$ cat src/rtl/ddr_port_arbiter.sv
// ddr_port_arbiter: shares one DDR command port between a write requester and
// a read requester. Round-robin grant with a per-grant beat quota, feeding a
// single-entry registered command slot with a ready/hold handshake.
// Optional build macro: DDR_ARB_STATS_EN adds saturating beat/stall counters.
`timescale 1ns/1ps

module ddr_port_arbiter #(
  parameter int ADDR_W         = 24,
  parameter int DATA_W         = 64,
  parameter int QUOTA_BEATS    = 32,
  parameter int FIRST_GRANT_RD = 1
) (
  input  logic              clk,
  input  logic              rst,
  input  logic              DDR_init_done,
  input  logic              DDR_cal_success,
  input  logic              DDR_calib_fail,
  input  logic              DDR_ready,
  input  logic              wr_req_in,
  input  logic [ADDR_W-1:0] wr_addr_in,
  input  logic [DATA_W-1:0] wr_data_in,
  output logic              wr_ack,
  input  logic              rd_req_in,
  input  logic [ADDR_W-1:0] rd_addr_in,
  output logic              rd_ack,
  output logic [ADDR_W-1:0] addr,
  output logic [DATA_W-1:0] wr_data,
  output logic              wr_req,
  output logic              rd_req,
  output logic              burtsbegin,
  output logic              grant_wr,
  output logic              grant_rd,
  output logic              arb_error
`ifdef DDR_ARB_STATS_EN
  ,
  output logic [31:0]       wr_beat_cnt,
  output logic [31:0]       rd_beat_cnt,
  output logic [31:0]       stall_cnt
`endif
);

  localparam int CNT_W = $clog2(QUOTA_BEATS + 1);
  localparam logic [CNT_W-1:0] QUOTA = CNT_W'(QUOTA_BEATS);

  typedef enum logic [2:0] {
    S_INIT,
    S_IDLE,
    S_WR,
    S_RD,
    S_FAULT
  } state_t;

  state_t           state;
  state_t           state_next;
  logic [CNT_W-1:0] beat_cnt;
  logic             last_rd;     // 1 when the read port was the most recent grant
  logic             slot_full;
  logic             slot_free;
  logic             quota_hit;
  logic             wr_pend;
  logic             rd_pend;

  assign slot_full = wr_req | rd_req;
  assign slot_free = ~slot_full | DDR_ready;
  assign quota_hit = (beat_cnt == QUOTA);
  // A command is still pending if it is in the slot and not being taken now.
  assign wr_pend   = wr_req & ~DDR_ready;
  assign rd_pend   = rd_req & ~DDR_ready;

  // Acks are suppressed in the cycle a calibration failure arrives, because
  // the slot is flushed on entry to FAULT and an accepted beat would be lost.
  assign wr_ack = grant_wr & wr_req_in & slot_free & ~quota_hit & ~DDR_calib_fail;
  assign rd_ack = grant_rd & rd_req_in & slot_free & ~quota_hit & ~DDR_calib_fail;

  // Next-state decision: init gating, round-robin tie break, quota yield.
  always_comb begin
    state_next = state;
    case (state)
      S_INIT: begin
        if (DDR_init_done & DDR_cal_success) state_next = S_IDLE;
      end
      S_IDLE: begin
        if (wr_req_in & rd_req_in) state_next = last_rd ? S_WR : S_RD;
        else if (wr_req_in)        state_next = S_WR;
        else if (rd_req_in)        state_next = S_RD;
      end
      S_WR: begin
        if (rd_req_in & (quota_hit | (~wr_req_in & ~wr_pend)))
          state_next = S_RD;
        else if (~wr_req_in & ~rd_req_in & ~slot_full)
          state_next = S_IDLE;
      end
      S_RD: begin
        if (wr_req_in & (quota_hit | (~rd_req_in & ~rd_pend)))
          state_next = S_WR;
        else if (~wr_req_in & ~rd_req_in & ~slot_full)
          state_next = S_IDLE;
      end
      S_FAULT: state_next = S_FAULT;
      default: state_next = S_INIT;
    endcase
    if (DDR_calib_fail) state_next = S_FAULT;
  end

  // Arbiter FSM with registered grant decodes, quota counter and error latch.
  always_ff @(posedge clk) begin
    if (rst) begin
      state     <= S_INIT;
      grant_wr  <= 1'b0;
      grant_rd  <= 1'b0;
      arb_error <= 1'b0;
      beat_cnt  <= '0;
      last_rd   <= (FIRST_GRANT_RD == 0);
    end else begin
      state    <= state_next;
      grant_wr <= (state_next == S_WR);
      grant_rd <= (state_next == S_RD);
      if (state_next == S_FAULT) arb_error <= 1'b1;
      if (state_next != state)      beat_cnt <= '0;
      else if (wr_ack | rd_ack)     beat_cnt <= beat_cnt + CNT_W'(1);
      else if (quota_hit)           beat_cnt <= '0;  // nobody else waiting: renew quota
      if (state_next == S_WR && state != S_WR) last_rd <= 1'b0;
      if (state_next == S_RD && state != S_RD) last_rd <= 1'b1;
    end
  end

  // Single-entry command slot: load on ack, hold while stalled, clear on accept.
  always_ff @(posedge clk) begin
    if (rst) begin
      addr       <= '0;
      wr_data    <= '0;
      wr_req     <= 1'b0;
      rd_req     <= 1'b0;
      burtsbegin <= 1'b0;
    end else if (state_next == S_FAULT) begin
      wr_req     <= 1'b0;
      rd_req     <= 1'b0;
      burtsbegin <= 1'b0;
    end else if (wr_ack | rd_ack) begin
      addr       <= wr_ack ? wr_addr_in : rd_addr_in;
      if (wr_ack) wr_data <= wr_data_in;
      wr_req     <= wr_ack;
      rd_req     <= rd_ack;
      burtsbegin <= 1'b1;
    end else if (DDR_ready) begin
      wr_req     <= 1'b0;
      rd_req     <= 1'b0;
      burtsbegin <= 1'b0;
    end
  end

`ifdef DDR_ARB_STATS_EN
  // Saturating counters of accepted commands and backpressure stall cycles.
  always_ff @(posedge clk) begin
    if (rst) begin
      wr_beat_cnt <= '0;
      rd_beat_cnt <= '0;
      stall_cnt   <= '0;
    end else begin
      if (wr_req & DDR_ready & ~(&wr_beat_cnt)) wr_beat_cnt <= wr_beat_cnt + 32'd1;
      if (rd_req & DDR_ready & ~(&rd_beat_cnt)) rd_beat_cnt <= rd_beat_cnt + 32'd1;
      if (slot_full & ~DDR_ready & ~(&stall_cnt)) stall_cnt <= stall_cnt + 32'd1;
    end
  end
`endif

endmodule

$ cat config.mk
export PLATFORM = sky130hd
export DESIGN_NAME = ddr_port_arbiter
export DESIGN_NICKNAME = d
export VERILOG_FILES = /design/src/rtl/ddr_port_arbiter.sv
export SDC_FILE = /design/constraint.sdc
export NUM_CORES = 1
export LEC_CHECK = 0
export ABC_AREA = 1
export CORE_MARGIN = 1
export CORE_UTILIZATION = 36
export CTS_CLUSTER_SIZE = 25
export DETAILED_ROUTE_END_ITERATION = 10
export PLACE_DENSITY = 0.76
export SLEW_MARGIN = 5
export SYNTH_ARGS = -nofsm -noshare
export SYNTH_HDL_FRONTEND = slang
export SYNTH_SLANG_ARGS = --single-unit
export TNS_END_PERCENT = 1
$ cat constraint.sdc
create_clock -name clk -period 1.7 [get_ports clk]
set_input_delay 0.17 -clock clk [delete_from_list [all_inputs] [get_ports clk]]
set_output_delay 0.17 -clock clk [all_outputs]
set_load 0.005 [all_outputs]
==> flow_summary.yaml <==
run_status:
  status: "finished with violations"
  violations: "design-rule violations"
finish:
  area_growth_syn_to_layout_pct: 64.40
  antennaDiodeCount: 0
  design_area_mm2: 0.007094
  fillers: 994
  post_route_cells_drive_above_1_share_pct: 14.27
  stdcell_count: 921
  final_nets: 895
drt:
  first_pass_iters: 7
  postRouteAntennaNets: 0
  wl_met2_um: 6471
  drc: 16
  drt-met1-wl_um: 5004
  vias: 4458
  wl_met3_um: 1068
  via_per_inst: 4.840
  top_layer_used: "met4"
  wl_per_cell_um: 13.88
  routed_wirelength_um: 12780
  first_iter_violations: 311
global_route:
  grtUsageTotal_pct: 20.18
  grt_max_degree: 62
  antenna_found_initial: 0
  grt_pass1_wl_um: 20400
  grt_overflow_total: 0
  grt_pass1_vias: 4342
synthesis:
  async_flop_share_pct: 0
  synth_cell_type_count: 33
  synth_edf_count: 0
  yosysTopAreaCellShare_pct: 48.25
  ys_seq_elements: 104
  avgSynthCellArea_um2: 7.904
  postSynthCellCount: 546
  yosys.area.top_type: "dfxtp_1"
  syn_area_mm2: 0.004315
  synth_area_leaders: "dfxtp_1 (48%), nor2_1 (12%), nand2_1 (6.9%), o21ai_0 (5.3%), o21ai_1 (5.1%)"
  yosysSeqAreaShare_pct: 48.25
  synth_ff_type: "dfxtp_1"
  yosysWarnings: 0
  synth.net_count: 668
critical_path:
  slowest_stage: "dfxtp_2"
  cp.arrival_ns: 1.94
  crit_family: "simple AND/OR/NAND/NOR gates"
  cp_cell_sequence: "inv_2 -> ha_4 -> nand3_4 -> buf_6 -> nand2_2 -> nand2_2 -> a21oi_2 -> nand2_2 -> nand2_4 -> nand2_2 -> nand2_2 -> nand2_4 -> nor3_2"
  startpoint_type: "flop"
  slowest_delay_ns: 0.33
  crit_buf_inv: 2
  crit_top_cell: "nand2_2"
  critPathCaptureType: "flop"
  path_max_fanout: 6
  worstPathRequired_ns: 1.96
  critical_path_class: "flop to flop"
placed_design:
  place_hpwl_um: 9344
  place_inst: 899
  gp_congestion: 0.8205
  io_buffers: 215
  postPlaceCellArea_mm2: 0.006701
pwr:
  switching_share_pct: 22.69
  cellInternalPower_mw: 3.740
  power_frac_clock_pct: 40.2
  power_mw: 4.837
  power.switching_mw: 1.097
  leakage_nw: 2.907
  power_density_mw_per_mm2: 681.9
  p_comb_share_pct: 9.2
  p_seq_share_pct: 50.6
  ir_worst_vdd_mv: 0.4157
timing:
  rsz0062_at_grt: "yes"
  drv_slew: 0
  period_minus_slack_ns: 1.676
  hold_viol_final: 0
  timing.fmax_mhz: 596.6
  worst_clock_skew_ns: 0.008988
  finalSetupViolCount: 0
  period_share_pct: 98.60
  relSlewSlack_pct: 75.70
  tightest_slew_ns: 0.3617
  hold_slack_ns: 0.4021
die:
  core_mm2: 0.01156
  die_w_um: 111.5
  pin_count: 216
  die_h_um: 111.5
  initial_utilization_pct: 37.31
  row_count: 39
  die_area_mm2: 0.01243
cts:
  cts_tree: "done"
  cts.clk_slew.worst_paths_ns: 0.07
  numCtsBuffers: 9
  htree_levels: 3
  clk_latency_ns: 0.34
  clk_path_buf_depth: 2
  ctsRootBufferMaster: "clkbuf_16"
  hold_buffers: 0
  clkSinkCount: 104
hold_path:
  hold_path.class: "primary input to flop"
flow_run:
  maxCapViolations: 0
-- through the flow --
step | setup slack [ns] | util, % | TNS [ns]
floorplan | 0.1033 | - | 0
global placement | -0.1035 | 57.95 | -2.584
detailed placement | -0.1450 | 57.95 | -5.992
CTS | -0.04246 | 60.76 | -0.1217
global route | -0.05341 | 61.34 | -0.3760
finish | 0.02374 | 61.34 | 0
-- synth_stat cells, types with 5 or more instances --
cell      number
nand2_1       79
a31oi_2       12
a31oi_1       12
inv_2          7
o21ai_1       44
nor3_2         7
o21ai_0       46
buf_2          9
inv_1         17
nor2_1       143
buf_6          9
dfxtp_1      104
nand3_1        5
nand2_2        6
clkbuf_1      10
-- cell usage in the layout (no fill, tap or decap), types with 2 or more instances in the layout --
| cell | instances |
|---|---|
| buf_6 | 4 |
| o21ai_1 | 43 |
| a21oi_1 | 3 |
| a31oi_2 | 12 |
| clkdlybuf4s50_1 | 213 |
| nand3_1 | 5 |
| clkinvlp_4 | 2 |
| nand2_4 | 3 |
| dlygate4sd2_1 | 2 |
| a21oi_2 | 2 |
| inv_6 | 2 |
| inv_2 | 9 |
| nor3_2 | 8 |
| a22oi_1 | 2 |
| inv_1 | 14 |
| clkinv_4 | 2 |
| xor2_1 | 3 |
| nand2_2 | 8 |
| dfxtp_2 | 6 |
| nand4_1 | 2 |
| buf_12 | 5 |
| clkbuf_16 | 9 |
| nor2_4 | 2 |
| o21ai_0 | 46 |
| nand3_4 | 3 |
| nor2_2 | 2 |
| dfxtp_1 | 97 |
| a31oi_1 | 12 |
| nor3_1 | 2 |
| buf_4 | 24 |
| nor2_1 | 143 |
| nand2_1 | 77 |
-- worst register-to-register path, stage by stage (launching register included) --
cell,delay (ns)
dfxtp_2,0.33
inv_2,0.06
ha_4,0.15
nand3_4,0.09
buf_6,0.14
nand2_2,0.05
nand2_2,0.06
a21oi_2,0.15
nand2_2,0.10
nand2_4,0.10
nand2_2,0.05
nand2_2,0.09
nand2_4,0.10
nor3_2,0.13
-- cell families (layout without fill, tap and decap cells) --
group | Yosys count | after routing | share of synthesized area [%]
adder cells (fa/ha/maj) | 2 | 2 | 0.5798
XOR/XNOR | 4 | 4 | 0.8120
buffers and inverters | 56 | 288 | 6.959
AO/OA/AOI/OAI | 122 | 122 | 16.96
flip-flops | 104 | 104 | 48.25
AND/OR/NAND/NOR | 258 | 258 | 26.44
-- layer usage --
metal  GRT usage, %  vias up
li1               -     2245
met1          22.38     2013
met2          36.71      178
met3          6.315       22
met4          6.216        0
met5              0        -
-- path summary, 6_finish.rpt --
path,end,startpoint,slack (ns),cells past startpoint
hold / removal,addr[2],wr_addr_in[2],0.40,3
setup reg to reg,beat_cnt[5],beat_cnt[1],0.02,13
setup / recovery,beat_cnt[5],beat_cnt[1],0.02,13
hold reg to reg,arb_error,arb_error,0.48,2
-- area by class of cell --
cell class                 count  area, um2  area share (%)
sequential                   104       2093           29.51
clock buffer                   9      225.2           3.175
tap                          143      178.9           2.522
clock inverter                 7      55.05          0.7760
multi-input combinational    386       1974           27.83
inverter                      24      92.59           1.305
timing repair buffer         248       2475           34.89
-- state kept, by name, summed over array words and instances, names as in the netlist --
name / cells
wr_req: 1
wr_data: 64
grant_rd: 1
beat_cnt: 6
arb_error: 1
state: 3
rd_req: 1
addr: 24
last_rd: 1
burtsbegin: 1
grant_wr: 1
-- power by group through the flow --
| stage | clock network, mW | logic [mW] | registers, mW |
|---|---|---|---|
| 3_3_place_gp | 0 | 0.432 | 2.50 |
| 6_report | 1.95 | 0.445 | 2.45 |
| 2_1_floorplan | 0 | 0.103 | 2.50 |
| 3_5_place_dp | 0 | 0.435 | 2.50 |
| 4_1_cts | 2.00 | 0.439 | 2.45 |
| 5_1_grt | 2.11 | 0.474 | 2.45 |
-- what timing repair did --
action,CTS,global route
hold endpoints to repair,0,0
resized for setup,8,17
pin swaps,2,7
buffers inserted,3,3
setup endpoints to repair,2,92
(Power assumes the default switching activity.)
==> variant 1, RTL diff (same settings) <==
Change the parameter `DATA_W` from 64 to 128.
--- a/src/rtl/ddr_port_arbiter.sv
+++ b/src/rtl/ddr_port_arbiter.sv
@@ -6,7 +6,7 @@
 
 module ddr_port_arbiter #(
   parameter int ADDR_W         = 24,
-  parameter int DATA_W         = 64,
+  parameter int DATA_W         = 128,
   parameter int QUOTA_BEATS    = 32,
   parameter int FIRST_GRANT_RD = 1
 ) (
Interface: changed (resized wr_data and wr_data_in); port bits go from 216 to 344. The function was not compared with the original's and may differ.
==> variant 1 against the unedited design <==
The run ends with negative setup slack left; area after synthesis increased by 48%; design area increased by 59%; sequential power rose by 61%; sequential share of layout area grew 0.44 points; final cell count up 54%; sequential cell count rose by 64; power grew 79%; wire length grew 76%; non-clock buffer count up 141; combinational power up 42%; via count rose by 54%; setup slack lost 89 ps.
==> variant 1: results <==
export IMPL_final_net_count=1364
export IMPL_first_global_vias=6371
export IMPL_drt_iter0_markers=356
export IMPL_placement_io_buffers=343
export IMPL_power_static_leakage_nw=4.63
export IMPL_grt_first_pass_wirelength_um=31800
export IMPL_netlist_top_cells_area="dfxtp_1 (53%), nor2_1 (16%), o21ai_0 (12%)"
export IMPL_holdCritStartpoint="rd_addr_in[1]"
export IMPL_fill_cells=1430
export IMPL_top_cells_by_count_synth="nor2_1 (271), dfxtp_1 (168), o21ai_0 (148)"
export IMPL_placed_cell_area_um2=10100
export IMPL_outcome="finished with violations"
export IMPL_path_delay_family="buffers and inverters"
export IMPL_finalWeightedCongestion=0.824
export IMPL_timing_final_ws_setup_ps=-65.2
export IMPL_insertion_delay_ps=430
export IMPL_global_route_usage_sum_pct=22.0
export IMPL_syn_area_per_cell_um2=7.77
export IMPL_cts_htree_levels=4
export IMPL_violations="negative setup slack"
export IMPL_synthesis_nets=1010
export IMPL_synth_seq_area_share_pct=52.5
export IMPL_crit_path_max_fanout=14
export IMPL_reg2regPathDepth=12
export IMPL_tritoncts_num_buffers=17
export IMPL_grt_start_max_net_pins=88
export IMPL_critPathArrivalTime_ps=2080
export IMPL_biggestRegsByFlops="wr_data x128, addr x24, beat_cnt x6"
export IMPL_setup_viol_count_final=125
export IMPL_detailroute_via_count=6881
export IMPL_worst_pin_slew_ps=324
variant 1: cell types whose count changed after synthesis, moves of 8 or more:
cell      change
a31oi_2      -12
dfxtp_1      +64
buf_2        +18
clkbuf_1      +8
o21ai_1      -38
o21ai_0     +102
nor2_1      +128
a31oi_1      +12
variant 1: power breakdown:
group	leakage (nW)	switching, W	internal, W
registers	1.35	0.00000815	0.00394
clock network	0.296	0.00168	0.00241
logic	2.98	0.000196	0.000437
total	4.63	0.00188	0.00679
variant 1: tightest hold or removal path, delay by kind of cell:
kind                   cells  cell delay [ps]
AOI/OAI and AO/OA          1               70
buffers and inverters      1              390
and+or+nand+nor            1               60
variant 1: cells by family after synthesis:
family,Yosys count,synth area share (%)
buf+inv,78,6.09
xor+xnor,4,0.547
flops,168,52.5
compound gates,186,15.4
simple gates,386,25.1
fa+ha+maj,2,0.391
variant 1: metrics by stage:
step / power (W) / util, % / TNS, ps / setup WS (ps)
floorplan: 0.00416 / - / 0 / 122
global placement: 0.00465 / 58.4 / -13010 / -125
detailed placement: 0.00465 / 58.4 / -16090 / -163
CTS: 0.00874 / 62.4 / -8450 / -147
global route: 0.00894 / 64.8 / -14960 / -145
finish: 0.00867 / 64.8 / -4410 / -65.2
variant 1: metal layers:
metal	GRT usage, %	up-vias	share of wire, %
met1	26.9	3219	42
met4	8.24	0	2.3
met5	0	-	0
met2	35.9	247	49
li1	-	3377	-
met3	7.26	38	6.8
variant 1: what timing repair did:
item                       4_1_cts  5_1_grt
setup endpoints to repair       38      162
hold buffers                     0        0
gates resized for setup         15       81
pin swaps                        1        2
gates cloned                     0       11
buffers inserted                 3        1
variant 1: final timing paths:
kind / end / slack (ps)
hold / removal: addr[1] / 320
setup reg to reg: wr_data[54] / -70
hold reg to reg: arb_error / 490
setup / recovery: wr_data[54] / -70
variant 1: cell type report:
type	count	area [µm²]	share of cell area, %
well taps	225	282	2.50
flip-flops and latches	168	3370	29.9
repair buffers	389	4070	36.2
clock inverters	13	170	1.51
inverters	24	104	0.924
multi-input cells	578	2800	24.9
clock buffers	19	453	4.03
==> variant 2, RTL diff (same settings) <==
Without the edit above. Register the output `arb_error` once more, cleared by the reset; this adds one clock of latency there. The other outputs are not delayed to match.
--- a/src/rtl/ddr_port_arbiter.sv
+++ b/src/rtl/ddr_port_arbiter.sv
@@ -49,6 +49,8 @@
     S_RD,
     S_FAULT
   } state_t;
+
+  logic arb_error_s0;
 
   state_t           state;
   state_t           state_next;
@@ -108,14 +110,14 @@
       state     <= S_INIT;
       grant_wr  <= 1'b0;
       grant_rd  <= 1'b0;
-      arb_error <= 1'b0;
+      arb_error_s0 <= 1'b0;
       beat_cnt  <= '0;
       last_rd   <= (FIRST_GRANT_RD == 0);
     end else begin
       state    <= state_next;
       grant_wr <= (state_next == S_WR);
       grant_rd <= (state_next == S_RD);
-      if (state_next == S_FAULT) arb_error <= 1'b1;
+      if (state_next == S_FAULT) arb_error_s0 <= 1'b1;
       if (state_next != state)      beat_cnt <= '0;
       else if (wr_ack | rd_ack)     beat_cnt <= beat_cnt + CNT_W'(1);
       else if (quota_hit)           beat_cnt <= '0;  // nobody else waiting: renew quota
@@ -164,5 +166,13 @@
   end
 `endif
 
+  always_ff @(posedge clk) begin
+    if (rst) begin
+      arb_error <= '0;
+    end else begin
+      arb_error <= arb_error_s0;
+    end
+  end
+
 endmodule
 
Formal check against the unedited RTL: not equivalent (Yosys sat finds a counterexample within 4 cycles, from zero or initial values and one cycle with rst high).
==> variant 2 against the unedited design <==
The run ends with negative setup slack left; power increased by 0.44%; sequential cell count rose by 1; synthesized cell count increased by 0.37%; area after synthesis down 1.9%; setup slack worse by 72 ps; largest power group unchanged; wire length is 1.0% lower; design area shrank 0.18%; highest routed layer unchanged; die area shrank 1.9%; critical path type unchanged.
==> variant 2: results <==
export IMPL_fin_setup_tns_ps=-151
export IMPL_final_net_count=900
export IMPL_pre_cts_slack_ps=-241
export IMPL_drt_first_pass_iters=4
export IMPL_fin_worst_skew_ps=10.9
export IMPL_reg2reg_from="beat_cnt[5]"
export IMPL_share_of_post_route_cells_with_drive_strength_above_1_pct=12.5
export IMPL_vdd_drop_max_mv=0.425
export IMPL_global_route_usage_sum_pct=21.1
export IMPL_power_static_leakage_nw=2.91
export IMPL_netlist_top_cells_area="dfxtp_1 (50%), nor2_1 (13%), o21ai_1 (7.9%)"
export IMPL_drt_iter0_markers=238
export IMPL_netlist_cell_type_count=29
export IMPL_grt_first_pass_wirelength_um=21300
export IMPL_place_hpwl_um=9320
export IMPL_crit_path_end_kind="flop"
export IMPL_synth_seq_area_share_pct=49.7
export IMPL_fill_cells=995
export IMPL_hold_path_end="addr[17]"
export IMPL_top_cells_by_count_synth="nor2_1 (146), dfxtp_1 (105), nand2_1 (83)"
export IMPL_reg2regPathDepth=13
export IMPL_outcome="finished with violations"
export IMPL_totalWireLength_um=12700
export IMPL_synthesis_nets=670
export IMPL_violations="negative setup slack"
export IMPL_placed_cell_area_um2=6680
export IMPL_cts_root_buf="clkbuf_16"
export IMPL_first_global_vias=4562
export IMPL_timing_final_ws_setup_ps=-48.2
export IMPL_holdCritStartpoint="rd_addr_in[17]"
export IMPL_finalWeightedCongestion=0.848
export IMPL_setup_viol_count_final=7
export IMPL_critPathArrivalTime_ps=2000
export IMPL_worst_pin_slew_ps=409
export IMPL_synth_top_flop_cell="dfxtp_1"
export IMPL_insertion_delay_ps=340
export IMPL_detailroute_via_count=4492
[variant 2: timing repair]
item / in CTS / in global routing
setup endpoints to repair: 22 / 98
pin swaps: 3 / 3
endpoints found under the hold margin: 0 / 0
resized for setup: 12 / 20
setup buffers: 3 / 1
[variant 2: where the power goes]
group          leakage (nW)  switching [W]  internal (W)  total [W]
clock network         0.130       0.000931       0.00101    0.00194
logic                  1.93       0.000148      0.000298   0.000445
registers             0.849     0.00000630       0.00246    0.00247
[variant 2: per-layer routing]
layer	GRT usage, %	up-vias	wire (µm)
met5	0	-	0
met4	8.27	0	275
met3	5.43	22	918
met2	36.5	185	6120
met1	24.8	2035	5340
li1	-	2250	-
[variant 2: kinds of logic after synthesis]
kind of cell / Yosys count / share of synthesized area (%)
xor gates and xnor gates: 4 / 0.828
DFF: 105 / 49.7
AOI/OAI and AO/OA: 122 / 16.5
adders and majority gates: 2 / 0.591
buffers and inverters: 56 / 6.71
and+or+nand+nor: 259 / 25.7
[variant 2: area by class of cell]
type | instances | area (µm²) | share of cell area (%)
inverter | 24 | 90.1 | 1.27
timing repair buffer | 251 | 2480 | 35.1
clock buffer | 10 | 229 | 3.23
tap | 143 | 179 | 2.53
clock inverter | 6 | 50.0 | 0.707
multi-input combinational | 387 | 1940 | 27.4
sequential | 105 | 2110 | 29.8
[variant 2: worst max-delay path, cell delays in order, from the launching register on]
cell and delay, ps:
dfxtp_4 370, inv_2 50, nor2_4 120, nand3_4 120, buf_4 170, nand2_1 60, nand2_1 90, a21oi_2 150
nand2_2 90, nand2_4 90, nand2_1 60, nand2_2 80, nand2_4 90, nor3_2 130
[variant 2: per-stage QoR]
stage	hold slack (ps)	cells	power [W]
floorplan	305	548	0.00263
global placement	423	906	0.00296
detailed placement	427	906	0.00296
CTS	390	925	0.00492
global route	407	926	0.00506
finish	403	926	0.00486
